[src/rtl/audio_pkg.sv]
// Shared types and constants for the variable-speed playback path.
// Mode decode and the 1/N reciprocal table live here so the reader and calculator agree.
package audio_pkg;

  localparam int unsigned AW_DEF = 20;
  localparam int unsigned DW_DEF = 16;

  // Q12 fixed-point reciprocal of the speed ratio.
  localparam int unsigned RecipFrac = 12;

  typedef enum logic [2:0] {
    StIdle,
    StFetch0,
    StFetch1,
    StWait,
    StCalc
  } state_e;

  typedef struct packed {
    logic       fast;
    logic       slow;
    logic       interp;
    logic [2:0] n_m1;
  } mode_t;

  function automatic logic [12:0] recip(input logic [2:0] n_m1);
    logic [12:0] r;
    case (n_m1)
      3'd0: r = 13'd4096;
      3'd1: r = 13'd2048;
      3'd2: r = 13'd1365;
      3'd3: r = 13'd1024;
      3'd4: r = 13'd819;
      3'd5: r = 13'd683;
      3'd6: r = 13'd585;
      3'd7: r = 13'd512;
      default: r = 13'd4096;
    endcase
    return r;
  endfunction

  // Normal overrides slow; interpolation only matters in slow mode.
  function automatic mode_t decode_mode(input logic       normal,
                                        input logic       slow,
                                        input logic       interp,
                                        input logic [2:0] ratio_m1);
    mode_t m;
    m.slow   = ~normal & slow;
    m.fast   = ~normal & ~slow;
    m.interp = ~normal & slow & interp;
    m.n_m1   = ratio_m1;
    return m;
  endfunction

endpackage

[src/rtl/audio_interp_calc.sv]
// Combinational linear interpolation between two samples at phase k/N,
// floored to the sample grid and saturated to the sample range.
module audio_interp_calc
  import audio_pkg::*;
#(
  parameter int unsigned DW = DW_DEF
) (
  input  logic signed [DW-1:0] s0_i,
  input  logic signed [DW-1:0] s1_i,
  input  logic        [2:0]    k_i,
  input  logic        [2:0]    n_m1_i,
  output logic signed [DW-1:0] sample_o
);

  localparam logic signed [32:0] SatMax = (33'sd1 <<< (DW - 1)) - 33'sd1;
  localparam logic signed [32:0] SatMin = -(33'sd1 <<< (DW - 1));

  logic signed [DW:0]   diff;
  logic        [15:0]   kw;
  logic signed [31:0]   diff_ext;
  logic signed [31:0]   weight;
  logic signed [31:0]   prod;
  logic signed [31:0]   delta;
  logic signed [32:0]   sum;

  always_comb begin
    diff     = {s1_i[DW-1], s1_i} - {s0_i[DW-1], s0_i};
    kw       = 16'(k_i) * 16'(recip(n_m1_i));
    diff_ext = {{(31 - DW){diff[DW]}}, diff};
    weight   = {16'b0, kw};
    prod     = diff_ext * weight;
    delta    = prod >>> RecipFrac;
    sum      = {{(33 - DW){s0_i[DW-1]}}, s0_i} + {delta[31], delta};
    if (sum > SatMax) begin
      sample_o = SatMax[DW-1:0];
    end else if (sum < SatMin) begin
      sample_o = SatMin[DW-1:0];
    end else begin
      sample_o = sum[DW-1:0];
    end
  end

endmodule

[src/rtl/audio_rate_player.sv]
// Playback reader: fetches recorded samples from SRAM and emits one DAC sample per request,
// skipping (fast), passing through (normal) or repeating/interpolating (slow).
module audio_rate_player
  import audio_pkg::*;
#(
  parameter int unsigned AW = AW_DEF,
  parameter int unsigned DW = DW_DEF
) (
  input  logic          CLK50,
  input  logic          RST,
  input  logic          start,
  input  logic          stop,
  input  logic          pause,
  input  logic          isNormalSpeed,
  input  logic          isSlow,
  input  logic          interp,
  input  logic [2:0]    ratio_m1,
  input  logic [AW-1:0] end_addr,
  input  logic          sample_req,
  output logic          sram_rd,
  output logic [AW-1:0] sram_addr,
  input  logic [DW-1:0] sram_data,
  input  logic          sram_valid,
  output logic [DW-1:0] dac_sample,
  output logic          sample_valid,
  output logic          playing,
  output logic          done
);

  localparam logic [AW:0] One = (AW + 1)'(1);

  state_e             state_q;
  mode_t              mode_q;
  mode_t              new_mode;
  logic [AW-1:0]      addr_q;
  logic [2:0]         k_q;
  logic signed [DW-1:0] s0_q;
  logic signed [DW-1:0] s1_q;
  logic               sram_rd_q;
  logic [AW-1:0]      sram_addr_q;
  logic [DW-1:0]      dac_q;
  logic               valid_q;
  logic               playing_q;
  logic               done_q;
  logic               under_q;

  logic signed [DW-1:0] interp_out;
  logic [DW-1:0]      calc_out;
  logic [AW:0]        ratio_ext;
  logic [AW:0]        end_ext;
  logic [AW:0]        addr_next;
  logic [AW:0]        addr_p1;
  logic               next_over;
  logic               p1_over;
  logic               wrap;
  logic               advance;
  logic               fetching;

  audio_interp_calc #(
    .DW (DW)
  ) u_interp (
    .s0_i     (s0_q),
    .s1_i     (s1_q),
    .k_i      (k_q),
    .n_m1_i   (mode_q.n_m1),
    .sample_o (interp_out)
  );

  assign new_mode  = decode_mode(isNormalSpeed, isSlow, interp, ratio_m1);
  assign ratio_ext = {{(AW - 2){1'b0}}, mode_q.n_m1};
  assign end_ext   = {1'b0, end_addr};
  assign addr_next = {1'b0, addr_q} + (mode_q.fast ? ratio_ext + One : One);
  assign addr_p1   = {1'b0, addr_q} + One;
  assign next_over = addr_next > end_ext;
  assign p1_over   = addr_p1 > end_ext;
  assign wrap      = (k_q == mode_q.n_m1);
  // Slow mode only moves to the next recorded sample once all N phases have played.
  assign advance   = ~mode_q.slow | wrap;
  assign calc_out  = mode_q.interp ? interp_out : s0_q;
  assign fetching  = (state_q == StFetch0) || (state_q == StFetch1);

  always_ff @(posedge CLK50 or posedge RST) begin
    if (RST) begin
      state_q     <= StIdle;
      mode_q      <= '0;
      addr_q      <= '0;
      k_q         <= '0;
      s0_q        <= '0;
      s1_q        <= '0;
      sram_rd_q   <= 1'b0;
      sram_addr_q <= '0;
      dac_q       <= '0;
      valid_q     <= 1'b0;
      playing_q   <= 1'b0;
      done_q      <= 1'b0;
      under_q     <= 1'b0;
    end else begin
      valid_q <= under_q;
      done_q  <= 1'b0;
      under_q <= 1'b0;
      if (stop) begin
        state_q   <= StIdle;
        sram_rd_q <= 1'b0;
        playing_q <= 1'b0;
        valid_q   <= 1'b0;
      end else begin
        case (state_q)
          StIdle: begin
            if (start) begin
              addr_q    <= '0;
              k_q       <= '0;
              mode_q    <= new_mode;
              playing_q <= 1'b1;
              state_q   <= StFetch0;
            end
          end
          StFetch0: begin
            if (!sram_rd_q) begin
              sram_rd_q   <= 1'b1;
              sram_addr_q <= addr_q;
            end else if (sram_valid) begin
              sram_rd_q <= 1'b0;
              s0_q      <= sram_data;
              state_q   <= mode_q.interp ? StFetch1 : StWait;
            end
          end
          StFetch1: begin
            if (!sram_rd_q) begin
              // Past the recording end the ramp flattens onto the last sample.
              if (p1_over) begin
                s1_q    <= s0_q;
                state_q <= StWait;
              end else begin
                sram_rd_q   <= 1'b1;
                sram_addr_q <= addr_p1[AW-1:0];
              end
            end else if (sram_valid) begin
              sram_rd_q <= 1'b0;
              s1_q      <= sram_data;
              state_q   <= StWait;
            end
          end
          StWait: begin
            if (sample_req && !pause) begin
              state_q <= StCalc;
            end
          end
          StCalc: begin
            dac_q   <= calc_out;
            valid_q <= 1'b1;
            if (!advance) begin
              k_q     <= k_q + 3'd1;
              state_q <= StWait;
            end else begin
              k_q    <= '0;
              mode_q <= new_mode;
              if (next_over) begin
                done_q    <= 1'b1;
                playing_q <= 1'b0;
                state_q   <= StIdle;
              end else begin
                addr_q <= addr_next[AW-1:0];
                if (mode_q.interp) begin
                  s0_q    <= s1_q;
                  state_q <= new_mode.interp ? StFetch1 : StWait;
                end else begin
                  state_q <= StFetch0;
                end
              end
            end
          end
          default: state_q <= StIdle;
        endcase
        // A request landing mid-refetch replays the previous sample.
        if (sample_req && !pause && fetching) begin
          under_q <= 1'b1;
        end
      end
    end
  end

  assign sram_rd      = sram_rd_q;
  assign sram_addr    = sram_addr_q;
  assign dac_sample   = dac_q;
  assign sample_valid = valid_q;
  assign playing      = playing_q;
  assign done         = done_q;

endmodule

[config.mk]
export PLATFORM = sky130hd
export DESIGN_NAME = audio_rate_player
export DESIGN_NICKNAME = d
export VERILOG_FILES = /design/src/rtl/audio_pkg.sv /design/src/rtl/audio_interp_calc.sv /design/src/rtl/audio_rate_player.sv
export SDC_FILE = /design/constraint.sdc
export NUM_CORES = 1
export LEC_CHECK = 0
export CAP_MARGIN = 10
export CORE_AREA = 5 5 266 203
export CTS_CLUSTER_SIZE = 40
export DETAILED_ROUTE_END_ITERATION = 8
export DIE_AREA = 0 0 271 208
export PLACE_DENSITY_LB_ADDON = 0.05
export SYNTH_ARGS = -nofsm -noshare
export SYNTH_HDL_FRONTEND = slang
export SYNTH_HIERARCHICAL = 1
export SYNTH_SLANG_ARGS = --single-unit
[constraint.sdc]
create_clock -name CLK50 -period 18.2 [get_ports CLK50]
set_input_delay 2.73 -clock CLK50 [delete_from_list [all_inputs] [get_ports CLK50]]
set_output_delay 2.73 -clock CLK50 [all_outputs]
set_load 0.05 [all_outputs]
==> impl_metrics.toml <==
[final_layout]
seq_area_sq_um = 2630
final_util = 0.432
syn_to_final_growth_pct = 9.30
most-common-layout-cells = "inv_1 (401), fa_1 (280), nand2_1 (278)"
final_common_cell = "inv_1"
antennaDiodeCount = 0
multi_input_area_sq_um = 15700
final_layout_size_suffix_gt1_frac = 0.0675
final_nets = 2860
fillCellCount = 5155

[timing]
rsz0062_at_grt = "false"
fin_ws_ps = 5640
skew_ps = 16.0
tightest_slew_ps = 1110
min_period_ps = 12560
finalHoldViolCount = 0
min_period_over_period = 0.690
finalSetupTns_ps = 0
drv_slew = 0
fmaxAchievable_mhz = 79.6
setup_viol = 0
relSlewSlack = 0.255

[routing]
wl_per_cell_microns = 20.7
drt_iter0_markers = 1046
first_pass_iters = 5
ant_nets = 0
route.detailed.drc = 0
finalWirelength_microns = 62400
vias = 16000
viasPerCell = 5.30

[critical_path]
crit_arrival_ps = 12790
start_kind = "flop"
end_kind = "flop"
path_max_fanout = 18
cp_slowest_stage_delay_ps = 830
critPathMostFrequentCell = "fa_1"
crit_required_ps = 18430
critPathKind = "reg2reg"
r2r.worst_path.cells = 42
slowest_stage = "nor2_1"

[floorplanning]
coreArea_sq_um = 51100
row_count = 72
die_y_microns = 208
initial_core_util = 0.395
io_pins = 89
die-area_sq_um = 56400
fp.dieW_microns = 271

[logic_synthesis]
synth_cells = 2309
netlist.area_leader.share = 0.278
synthArstFlopShare = 1.00
synth_nets = 2819
synth_edf_count = 0
synth_ff_type = "dfrtp_1"
avgSynthCellArea_sq_um = 8.74
syn-cell-area_sq_um = 20200
yosys.area.top_type = "fa_1"
synth_cell_types = 97
ys_warn_count = 6
synth_area_leaders = "fa_1 (28%), dfrtp_1 (13%), ha_1 (11%)"
yosysSeqAreaShare = 0.130
ys_ff_latch = 105

[global_route]
grt_pass1_wl_microns = 97400
grt_max_degree = 60
grtUsageTotal = 0.222
grt_antenna_before_repair = 0
grt_pass1_vias = 16100
grt.overflow.total = 0

[clock_tree]
cts.sinks = 105
cts.repair.resized = 0
cts_hold_buf = 0
clk_pin_slew_ps = 80
cts_root_buf = "clkbuf_16"
htree_levels = 3
worstSkewPairLatency_ps = 380
cts_buffer_depth = 2
cts_setup_buffers = 0
cts_tree = "built"
numCtsBuffers = 9

[power]
p_total_w = 0.00197
p_per_area_nw_per_um2 = 89.2
leakagePower_nw = 11.2
vdd_ir_drop_max_v = 0.000149

[run]
maxCapViolations = 0

[placed_design]
io_buffer_count = 88
gp_congestion = 0.873
dp_hpwl_microns = 50600
dp_slack_ps = 5690

[worst_hold_path]
hp-class = "reg2reg"
min_path_cells = 2

[run_status]
status = "finished clean"
## cells by family after synthesis
group,share of synthesized area
fa+ha+maj,0.390
xor+xnor,0.0577
mux,0.0406
compound gates,0.119
flops,0.130
simple gates,0.167
buf+inv,0.0960
## critical path, delay by kind of cell, from the launching register on
family	cells	cell delay, ps
flip-flops	1	700
adder cells (fa/ha/maj)	11	5040
multiplexers	1	160
AO/OA/AOI/OAI	15	3310
AND/OR/NAND/NOR	10	2900
buffers and inverters	5	290
## stage by stage
step           instance area (sq um)  std cells  hold WS [ps]
2_1_floorplan                  20200       2309           442
3_3_place_gp                   21800       3005           470
3_5_place_dp                   21800       3005           479
4_1_cts                        22100       3021           493
5_1_grt                        22100       3021           530
6_report                       22100       3021           492
## cell type report
type / count / share of cell area
Timing Repair Buffer: 119 / 0.0505
Clock buffer: 10 / 0.0108
Tap cell: 666 / 0.0378
Sequential cell: 105 / 0.119
Multi-Input combinational cell: 1713 / 0.710
Inverter: 402 / 0.0685
Clock inverter: 6 / 0.00329
## Yosys cell counts, types with 16 or more instances
cell type	instances
a21oi_1	75
nor2_1	177
dfrtp_1	105
o21ai_1	17
o21ai_0	56
xnor2_1	72
nor3_1	34
buf_2	21
a21o_1	22
xor2_1	61
and3_1	17
ha_1	181
mux2_2	37
nor2b_1	27
nand2b_1	19
clkbuf_1	55
nand2_1	278
nand3_1	30
fa_1	280
mux2i_1	20
and2_1	53
inv_1	402
o22a_1	16
nand4_1	19
## metal layers
layer / share of wire / track usage
met5: 0 / 0
met4: 0.0086 / 0.0267
met3: 0.059 / 0.0349
met2: 0.41 / 0.318
met1: 0.52 / 0.361
## final timing paths
path / startpoint / slack [ps] / end
max reg2reg: mode_q[2] / 5640 / dac_sample[13]
min: dac_sample[9] / 490 / dac_sample[9]
min reg2reg: dac_sample[9] / 490 / dac_sample[9]
min in group asynchronous: RST / 2780 / sram_addr[18]
max: mode_q[2] / 5640 / dac_sample[13]
max in group asynchronous: RST / 14090 / k_q[1]
## flip-flops by register name, summed over array words and instances (netlist names)
register	cells
addr_q	20
dac_sample	16
done	1
k_q	3
mode_q	6
playing	1
s0_q	16
s1_q	16
sample_valid	1
sram_addr	20
sram_rd	1
state_q	3
under_q	1
## where the power goes
part	total, W	internal, W	switching, W	leakage [nW]
Combinational	0.00135	0.000419	0.000936	9.62
Clock	0.000215	0.000113	0.000103	0.155
Sequential	0.000398	0.000288	0.000110	1.40
No activity file was read; power rests on OpenSTA's default activity.
